==> config.mk <==
export PLATFORM = sky130hd
export DESIGN_NAME = snake_engine
export DESIGN_NICKNAME = d
export VERILOG_FILES = /design/src/rtl/snake_engine.sv
export SDC_FILE = /design/constraint.sdc
export NUM_CORES = 2
export LEC_CHECK = 0
export CAP_MARGIN = 25
export CORE_ASPECT_RATIO = 0.9
export CORE_MARGIN = 2
export CORE_UTILIZATION = 45
export DETAILED_ROUTE_END_ITERATION = 8
export PLACE_DENSITY_LB_ADDON = 0.1
export SETUP_SLACK_MARGIN = 0.3
export SLEW_MARGIN = 0
export SYNTH_ARGS = -nofsm -noshare
export SYNTH_HDL_FRONTEND = slang
export SYNTH_SLANG_ARGS = --single-unit
==> constraint.sdc <==
create_clock -name CLK -period 6.6 [get_ports CLK]
set_input_delay 1.32 -clock CLK [delete_from_list [all_inputs] [get_ports CLK]]
set_output_delay 1.32 -clock CLK [all_outputs]
set_load 0.02 [all_outputs]
==> src/rtl/snake_engine.sv <==
// Snake movement, growth and collision engine with registered per-pixel colour.
// Define SNAKE_WRAP_EN to wrap at grid edges; otherwise leaving the grid kills the snake.
module snake_engine #(
    parameter int X_BITS      = 8,
    parameter int Y_BITS      = 7,
    parameter int MAX_X       = 159,
    parameter int MAX_Y       = 119,
    parameter int INIT_LEN    = 20,
    parameter int MAX_LEN     = 64,
    parameter int GROW        = 1,
    parameter int MOVE_PERIOD = 4000000,
    parameter int START_X     = 80,
    parameter int START_Y     = 100,
    parameter int PIX_SHIFT   = 2
) (
    input  logic                         CLK,
    input  logic                         RESET_N,
    input  logic [1:0]                   M_STATE,
    input  logic [1:0]                   DIR,
    input  logic [9:0]                   ADDR_H,
    input  logic [8:0]                   ADDR_V,
    input  logic [X_BITS-1:0]            TARGET_H,
    input  logic [Y_BITS-1:0]            TARGET_V,
    output logic                         REACHED,
    output logic                         DEAD,
    output logic [$clog2(MAX_LEN+1)-1:0] LENGTH,
    output logic [11:0]                  COLOUR
);
    localparam int LEN_W = $clog2(MAX_LEN+1);
    localparam int CNT_W = $clog2(MOVE_PERIOD);

    typedef enum logic [1:0] {S_IDLE, S_RUN, S_DEAD} state_t;
    state_t state, state_nxt;

    logic [X_BITS-1:0] seg_x [MAX_LEN];
    logic [Y_BITS-1:0] seg_y [MAX_LEN];
    logic [1:0]        heading, heading_nxt;
    logic [CNT_W-1:0]  tick_cnt;
    logic              run_en, step, off_grid, body_hit, collide, hit;
    logic [X_BITS-1:0] next_x;
    logic [Y_BITS-1:0] next_y;
    logic [LEN_W-1:0]  grown_len;
    logic [9:0]        cell_x;
    logic [8:0]        cell_y;
    logic [11:0]       colour_p0;

    assign step = run_en && (tick_cnt == CNT_W'(MOVE_PERIOD-1));

    always_ff @(posedge CLK or negedge RESET_N) begin
        if (!RESET_N) state <= S_IDLE;
        else          state <= state_nxt;
    end

    always_comb begin
        state_nxt = state;
        case (state)
            S_IDLE:  if (M_STATE == 2'd1) state_nxt = S_RUN;
            S_RUN:   if (M_STATE != 2'd1) state_nxt = S_IDLE;
                     else if (step && collide) state_nxt = S_DEAD;
            S_DEAD:  if (M_STATE == 2'd0) state_nxt = S_IDLE;
            default: state_nxt = S_IDLE;
        endcase
    end

    always_comb begin
        DEAD   = (state == S_DEAD);
        run_en = (state == S_RUN) && (M_STATE == 2'd1);
    end

    // A request for the exact reverse of the current heading is dropped.
    always_comb begin
        heading_nxt = (DIR == (heading ^ 2'd2)) ? heading : DIR;
        next_x      = seg_x[0];
        next_y      = seg_y[0];
        off_grid    = 1'b0;
        case (heading_nxt)
            2'd0: if (seg_y[0] == '0) begin
`ifdef SNAKE_WRAP_EN
                      next_y = Y_BITS'(MAX_Y);
`else
                      off_grid = 1'b1;
`endif
                  end else next_y = seg_y[0] - 1'b1;
            2'd1: if (seg_x[0] == X_BITS'(MAX_X)) begin
`ifdef SNAKE_WRAP_EN
                      next_x = '0;
`else
                      off_grid = 1'b1;
`endif
                  end else next_x = seg_x[0] + 1'b1;
            2'd2: if (seg_y[0] == Y_BITS'(MAX_Y)) begin
`ifdef SNAKE_WRAP_EN
                      next_y = '0;
`else
                      off_grid = 1'b1;
`endif
                  end else next_y = seg_y[0] + 1'b1;
            default: if (seg_x[0] == '0) begin
`ifdef SNAKE_WRAP_EN
                      next_x = X_BITS'(MAX_X);
`else
                      off_grid = 1'b1;
`endif
                  end else next_x = seg_x[0] - 1'b1;
        endcase
    end

    // The tail cell is vacated during the step, so only 1..LENGTH-2 can be hit.
    always_comb begin
        body_hit = 1'b0;
        for (int i = 1; i < MAX_LEN; i++)
            if ((i + 2 <= int'(LENGTH)) && seg_x[i] == next_x && seg_y[i] == next_y)
                body_hit = 1'b1;
        collide   = off_grid | body_hit;
        hit       = (next_x == TARGET_H) && (next_y == TARGET_V);
        grown_len = (int'(LENGTH) + GROW >= MAX_LEN) ? LEN_W'(MAX_LEN) : LENGTH + LEN_W'(GROW);
    end

    always_ff @(posedge CLK or negedge RESET_N) begin
        if (!RESET_N)    tick_cnt <= '0;
        else if (run_en) tick_cnt <= step ? '0 : tick_cnt + 1'b1;
    end

    always_ff @(posedge CLK or negedge RESET_N) begin
        if (!RESET_N) begin
            for (int i = 0; i < MAX_LEN; i++) begin
                seg_x[i] <= X_BITS'(START_X);
                seg_y[i] <= Y_BITS'(START_Y);
            end
        end else if (M_STATE == 2'd0) begin
            for (int i = 0; i < MAX_LEN; i++) begin
                seg_x[i] <= X_BITS'(START_X);
                seg_y[i] <= Y_BITS'(START_Y);
            end
        end else if (step && !collide) begin
            seg_x[0] <= next_x;
            seg_y[0] <= next_y;
            for (int i = 1; i < MAX_LEN; i++) begin
                seg_x[i] <= seg_x[i-1];
                seg_y[i] <= seg_y[i-1];
            end
        end
    end

    always_ff @(posedge CLK or negedge RESET_N) begin
        if (!RESET_N) begin
            LENGTH  <= LEN_W'(INIT_LEN);
            heading <= 2'd1;
            REACHED <= 1'b0;
        end else begin
            REACHED <= step && !collide && hit;
            if (M_STATE == 2'd0) begin
                LENGTH  <= LEN_W'(INIT_LEN);
                heading <= 2'd1;
            end else if (step) begin
                heading <= heading_nxt;
                if (!collide && hit) LENGTH <= grown_len;
            end
        end
    end

    // Pixel lookup stage: head over body over target over background.
    always_comb begin
        cell_x    = ADDR_H >> PIX_SHIFT;
        cell_y    = ADDR_V >> PIX_SHIFT;
        colour_p0 = 12'hF00;
        if (cell_x == 10'(TARGET_H) && cell_y == 9'(TARGET_V)) colour_p0 = 12'h00F;
        for (int i = MAX_LEN-1; i >= 1; i--)
            if (i < int'(LENGTH) && cell_x == 10'(seg_x[i]) && cell_y == 9'(seg_y[i]))
                colour_p0 = DEAD ? 12'h888 : 12'h0FF;
        if (cell_x == 10'(seg_x[0]) && cell_y == 9'(seg_y[0])) colour_p0 = 12'h0F0;
    end

    always_ff @(posedge CLK or negedge RESET_N) begin
        if (!RESET_N) COLOUR <= 12'h000;
        else          COLOUR <= colour_p0;
    end
endmodule

==> results.md <==
Status:
- The run finished with clean final reports.

Global route:
- The number of global-route vias before repair came to 71410.
- The met3 layer usage reported by global route is 16.57%.
- After global routing, the most crowded layer is met2.
- The aggregate global routing overflow is 0.
- The largest net degree at the start of global routing is approximately 160.
- The number of antenna violations at the first check in global routing came to 32.
- In the global route stage, met2 resource usage came out at 65.75%.
- The first global-routing pass estimated roughly 580 mm of wire.
- In the global route stage, met1 resource usage came out at 65.51%.
- In the global route stage, overall resource usage came out at between 40% and 50%.

Yosys:
- The number of nets produced by synthesis is roughly 8300.
- By area, the combinational part of the netlist is dominated by XOR/XNOR gates.
- Synthesis handed over a netlist of approximately 8300 instances.
- Summing the areas of all compound-gate instances in the mapped netlist gives 17.81% of the synthesized area.
- The count of flip-flops with a built-in enable after synthesis is 0.
- After synthesis the netlist holds a flip-flop and latch count of 1000.
- In the synthesized netlist the dominant register cell turns out to be sky130_fd_sc_hd__dfrtp_1.
- The number of warnings reported in the yosys synthesis log is 0.
- The post-synthesis cell area is 0.07371 mm^2.
- The fraction of registers with async set/reset is 100.0%.
- Measured against the total synthesized area, the mux share comes to 3.232%.
- Summing the sequential cell areas from Yosys gives 34.50% of the chip area.
- The xor and xnor area share after synthesis is 21.34%.
- The simple-gate portion of the synthesized area is 16.05%.
- The distinct cell type count of the synthesized netlist is approximately 110.
- Summing the areas of all fa, ha and maj instances in the mapped netlist gives 0.1698% of the synthesized area.
- The average footprint of a synthesized cell is 8.882 um^2.

Critical path:
- The number of cells on the worst reg-to-reg path is 19.
- The worst setup path is of the primary input to flip-flop kind.
- The critical register-to-register path endpoint is seg_y[33]$_DFFE_PN1P_.
- The setup check on the worst reg-to-reg path leaves a slack of 0.33 ns.
- In this run the critical register-to-register path is launched from seg_y[442]$_DFFE_PN0P_.
- Data on the critical path is required at its endpoint by 7.30 ns.
- Of all nets on the critical path, the largest fanout is 72.
- The worst setup path is captured at a flip-flop.
- The arrival time of data at the critical path endpoint is between 7 and 8 ns.
- The launching element type of the critical path is a primary input.

Clock network:
- TritonCTS built the clock tree.
- The root buffer cell is sky130_fd_sc_hd__clkbuf_16.
- In this run, CTS created clock tree buffers numbering 119.
- The clock drives 1000 sinks.
- The insertion delay to the later sink of the worst-skew pair is 0.82 ns.
- The clock edge transition at the registers on the reported setup and hold paths is 0.06 ns.
- In this run the number of H-tree levels came out at 3.
- The maximum root-to-sink buffer count is 3.

STA:
- Setup violations remaining at the end of the flow were counted as 0.
- Setup repair after global routing left no endpoint under its margin.
- The slew at the pin closest to its max-slew limit is 1.287 ns.
- The hold violation total from the final report is 0.
- The count of final max-slew check failures is 0.
- The clock skew after layout is 0.05898 ns.
- The worst path uses 96.40% of the clock period.
- The remaining max-slew budget at the tightest pin is 14.05%.
- The routed design could run at a clock period as short as 6.363 ns.
- For this run, the top clock speed supported by timing is between 0.15 and 0.2 GHz.
- Across all hold checks on the routed design, the worst slack comes to 0.4700 ns.

Die:
- The initialized floorplan defines 140 standard-cell rows.
- After floorplanning, the core was sized to cover 0.1622 mm^2.
- The floorplan step defined a die boundary enclosing 0.1671 mm^2.
- In this run the count of I/O pins placed on the die edge is 61.
- The height of the chip is a little under 400 um.
- The die is roughly 430 um wide.
- Once the floorplan was initialized, standard cells occupied 45.44% of the core.

Power:
- The worst-case vdd ir drop is 0.3040 mV.
- For this design the static power due to leakage is 34.17 nW.
- Dividing total power by cell area gives a power density of approximately 190 mW/mm^2.
- The post-route total power is 16.98 mW.

Worst hold path:
- The path with the worst hold slack has its endpoint at tick_cnt[6]$_DFFE_PN0P_.
- The startpoint identified for the worst hold timing path is tick_cnt[6]$_DFFE_PN0P_.
- The min-delay analysis places its worst path in the category flip-flop to flip-flop.
- The number of cells on the worst hold path is 1.

Routing:
- The via-per-instance ratio is 7.121.
- The routed wirelength normalized by instance count is 38.90 um.
- The post-detailed-route DRC marker count is 0.
- The count of nets left with antenna violations once routing finished came out at 0.
- The detailed router placed 76830 vias in this run.
- Wires add up to 419.7 mm.
- The first-iteration detailed-routing DRC count is 11990.
- The count of TritonRoute iterations in the first routing pass is 8.

Cells and area:
- At the end of the flow the core is filled with cells to a little over half.
- The sequential cells in the finished layout cover a total of 0.02543 mm^2.
- The area overhead of the layout relative to synthesis is 19.05%.
- The post-layout net count is 8591.
- The share of post-route cells with drive strength above 1 is 19.29%.
- Summing all multi-input logic gate instances after layout gives 0.04353 mm^2.
- Fill cells in the final layout number roughly 15000.

Placed design:
- The number of I/O port buffers is 56.
- The half-perimeter wire length of the detailed placement result is about 300 mm.
- The placer's final routability congestion estimate is roughly 1.1.

Run:
- Max-cap violations in this run came to 0.
Yosys cell counts (164+ instances only):
master	count	area (um^2)
sky130_fd_sc_hd__dfrtp_1	677	16940
sky130_fd_sc_hd__dfstp_2	323	8487
sky130_fd_sc_hd__buf_2	211	1056
sky130_fd_sc_hd__inv_1	221	829.6
sky130_fd_sc_hd__nor4_1	331	2071
sky130_fd_sc_hd__a21oi_1	727	3638
sky130_fd_sc_hd__nand2_1	164	615.6
sky130_fd_sc_hd__nor2_1	301	1130
sky130_fd_sc_hd__o31ai_1	628	4715
sky130_fd_sc_hd__o21ai_0	209	1046
sky130_fd_sc_hd__xor2_1	627	5492
sky130_fd_sc_hd__clkbuf_1	537	2016
sky130_fd_sc_hd__xnor2_1	1151	10080
sky130_fd_sc_hd__nand4_1	887	5549
sky130_fd_sc_hd__mux2i_1	219	2192
report_power, final:
group | switching, mW | internal (mW)
clock | 3.07 | 4.17
combinational | 2.54 | 1.04
sequential | 0.00882 | 6.15
kinds of logic after synthesis:
family | count (synthesis)
mux | 232
flops | 1000
fa+ha+maj | 10
simple gates | 2072
buf+inv | 1168
xor+xnor | 1785
compound gates | 2032
state kept, by name, indices dropped and copies added, names as in the netlist:
name	cells
tick_cnt	22
seg_y	448
state	2
REACHED	1
COLOUR	6
seg_x	512
LENGTH	7
heading	2
area by class of cell:
class / instances / share of cell area (%)
inverters: 225 / 0.9624
clock buffers: 167 / 3.851
repair buffers: 1064 / 12.63
well taps: 2130 / 3.037
multi-input cells: 6131 / 49.60
diodes: 11 / 0.03137
clock inverters: 61 / 0.9097
flip-flops and latches: 1000 / 28.98
worst max-delay path by stage:
stage / slack, ns / start / to / cells after the start
after floorplan: 1.41 / DIR[0] / seg_x[510]$_DFFE_PN1P_ / 17
after global placement: -0.40 / DIR[1] / seg_y[82]$_DFFE_PN1P_ / 18
after detailed placement: -0.46 / DIR[0] / seg_y[164]$_DFFE_PN0P_ / 19
after CTS: 0.34 / DIR[0] / seg_y[96]$_DFFE_PN1P_ / 19
after global routing: 0.31 / DIR[0] / seg_y[33]$_DFFE_PN1P_ / 20
final: 0.24 / DIR[0] / seg_y[33]$_DFFE_PN1P_ / 21
placed cells by master, fill, tap and decap left out, types with 12 or more instances in the layout:
cell type / synthesis / routed
sky130_fd_sc_hd__or4_1: 26 / 24
sky130_fd_sc_hd__o2111ai_1: 44 / 44
sky130_fd_sc_hd__clkdlybuf4s50_1: 0 / 40
sky130_fd_sc_hd__clkbuf_8: 0 / 20
sky130_fd_sc_hd__o21ai_0: 209 / 205
sky130_fd_sc_hd__dfrtp_1: 677 / 675
sky130_fd_sc_hd__clkbuf_16: 0 / 120
sky130_fd_sc_hd__clkinv_2: 0 / 21
sky130_fd_sc_hd__a22oi_1: 16 / 16
sky130_fd_sc_hd__buf_12: 0 / 239
sky130_fd_sc_hd__a31oi_1: 128 / 128
sky130_fd_sc_hd__xnor2_1: 1151 / 1151
sky130_fd_sc_hd__a21oi_1: 727 / 727
sky130_fd_sc_hd__nand2_1: 164 / 162
sky130_fd_sc_hd__and3_1: 25 / 23
sky130_fd_sc_hd__nor2_1: 301 / 296
sky130_fd_sc_hd__mux2i_1: 219 / 219
sky130_fd_sc_hd__a21boi_0: 15 / 15
sky130_fd_sc_hd__nand4_1: 887 / 887
sky130_fd_sc_hd__or3_1: 33 / 33
sky130_fd_sc_hd__inv_1: 221 / 221
sky130_fd_sc_hd__o22ai_1: 20 / 20
sky130_fd_sc_hd__o31ai_1: 628 / 628
sky130_fd_sc_hd__dfstp_2: 323 / 323
sky130_fd_sc_hd__nor4_2: 2 / 18
sky130_fd_sc_hd__nor3_1: 106 / 105
sky130_fd_sc_hd__xor2_1: 627 / 627
sky130_fd_sc_hd__a21o_1: 13 / 13
sky130_fd_sc_hd__clkbuf_1: 537 / 27
sky130_fd_sc_hd__a211oi_1: 15 / 14
sky130_fd_sc_hd__and2_1: 15 / 15
sky130_fd_sc_hd__nor4_1: 331 / 313
sky130_fd_sc_hd__a2111oi_0: 40 / 30
sky130_fd_sc_hd__o21ai_1: 12 / 16
sky130_fd_sc_hd__o211ai_1: 18 / 18
sky130_fd_sc_hd__a32oi_1: 12 / 12
sky130_fd_sc_hd__bufinv_16: 0 / 15
sky130_fd_sc_hd__buf_4: 47 / 770
sky130_fd_sc_hd__a221oi_1: 29 / 29
sky130_fd_sc_hd__nand3_1: 92 / 91
routing by layer:
layer / part of all wire [%] / wire (um) / vias to the layer above
met3: 14 / 57750 / 1355
met5: 0.036 / 151 / -
met1: 39 / 163700 / 38600
met4: 7.8 / 32900 / 22
met2: 39 / 165200 / 5805
li1: - / - / 31060
per-stage QoR:
stage	cell area, um^2	setup TNS (ns)	setup slack, ns	std cells
CTS	87680	0	0.3448	10770
global route	87720	0	0.3076	10780
floorplan	73710	0	1.412	8299
detailed placement	83500	-255.91	-0.4626	10550
finish	87750	0	0.2374	10790
global placement	83440	-228.84	-0.4014	10540
critical path, cell delays in order:
cell and delay (ns):
sky130_fd_sc_hd__clkdlybuf4s50_1 0.44, sky130_fd_sc_hd__buf_12 0.18, sky130_fd_sc_hd__or4_4 0.59, sky130_fd_sc_hd__nor3_2 0.22, sky130_fd_sc_hd__o32ai_2 0.11, sky130_fd_sc_hd__buf_4 0.17
sky130_fd_sc_hd__nor2_4 0.13, sky130_fd_sc_hd__buf_4 0.29, sky130_fd_sc_hd__buf_4 0.27, sky130_fd_sc_hd__xnor2_1 0.11, sky130_fd_sc_hd__nand4b_1 0.18, sky130_fd_sc_hd__nor3_1 0.08
sky130_fd_sc_hd__a31oi_1 0.49, sky130_fd_sc_hd__buf_4 0.23, sky130_fd_sc_hd__nand3_1 0.08, sky130_fd_sc_hd__buf_4 0.16, sky130_fd_sc_hd__or4_4 0.58, sky130_fd_sc_hd__buf_4 0.32
sky130_fd_sc_hd__buf_12 0.29, sky130_fd_sc_hd__nor4_1 0.55, sky130_fd_sc_hd__o21ai_0 0.18
repair_timing:
item	in CTS	in global routing
hold buffers	0	0
buffers inserted	0	0
setup endpoints to repair	0	33
gates resized for setup	0	2
(Power assumes the default switching activity.)
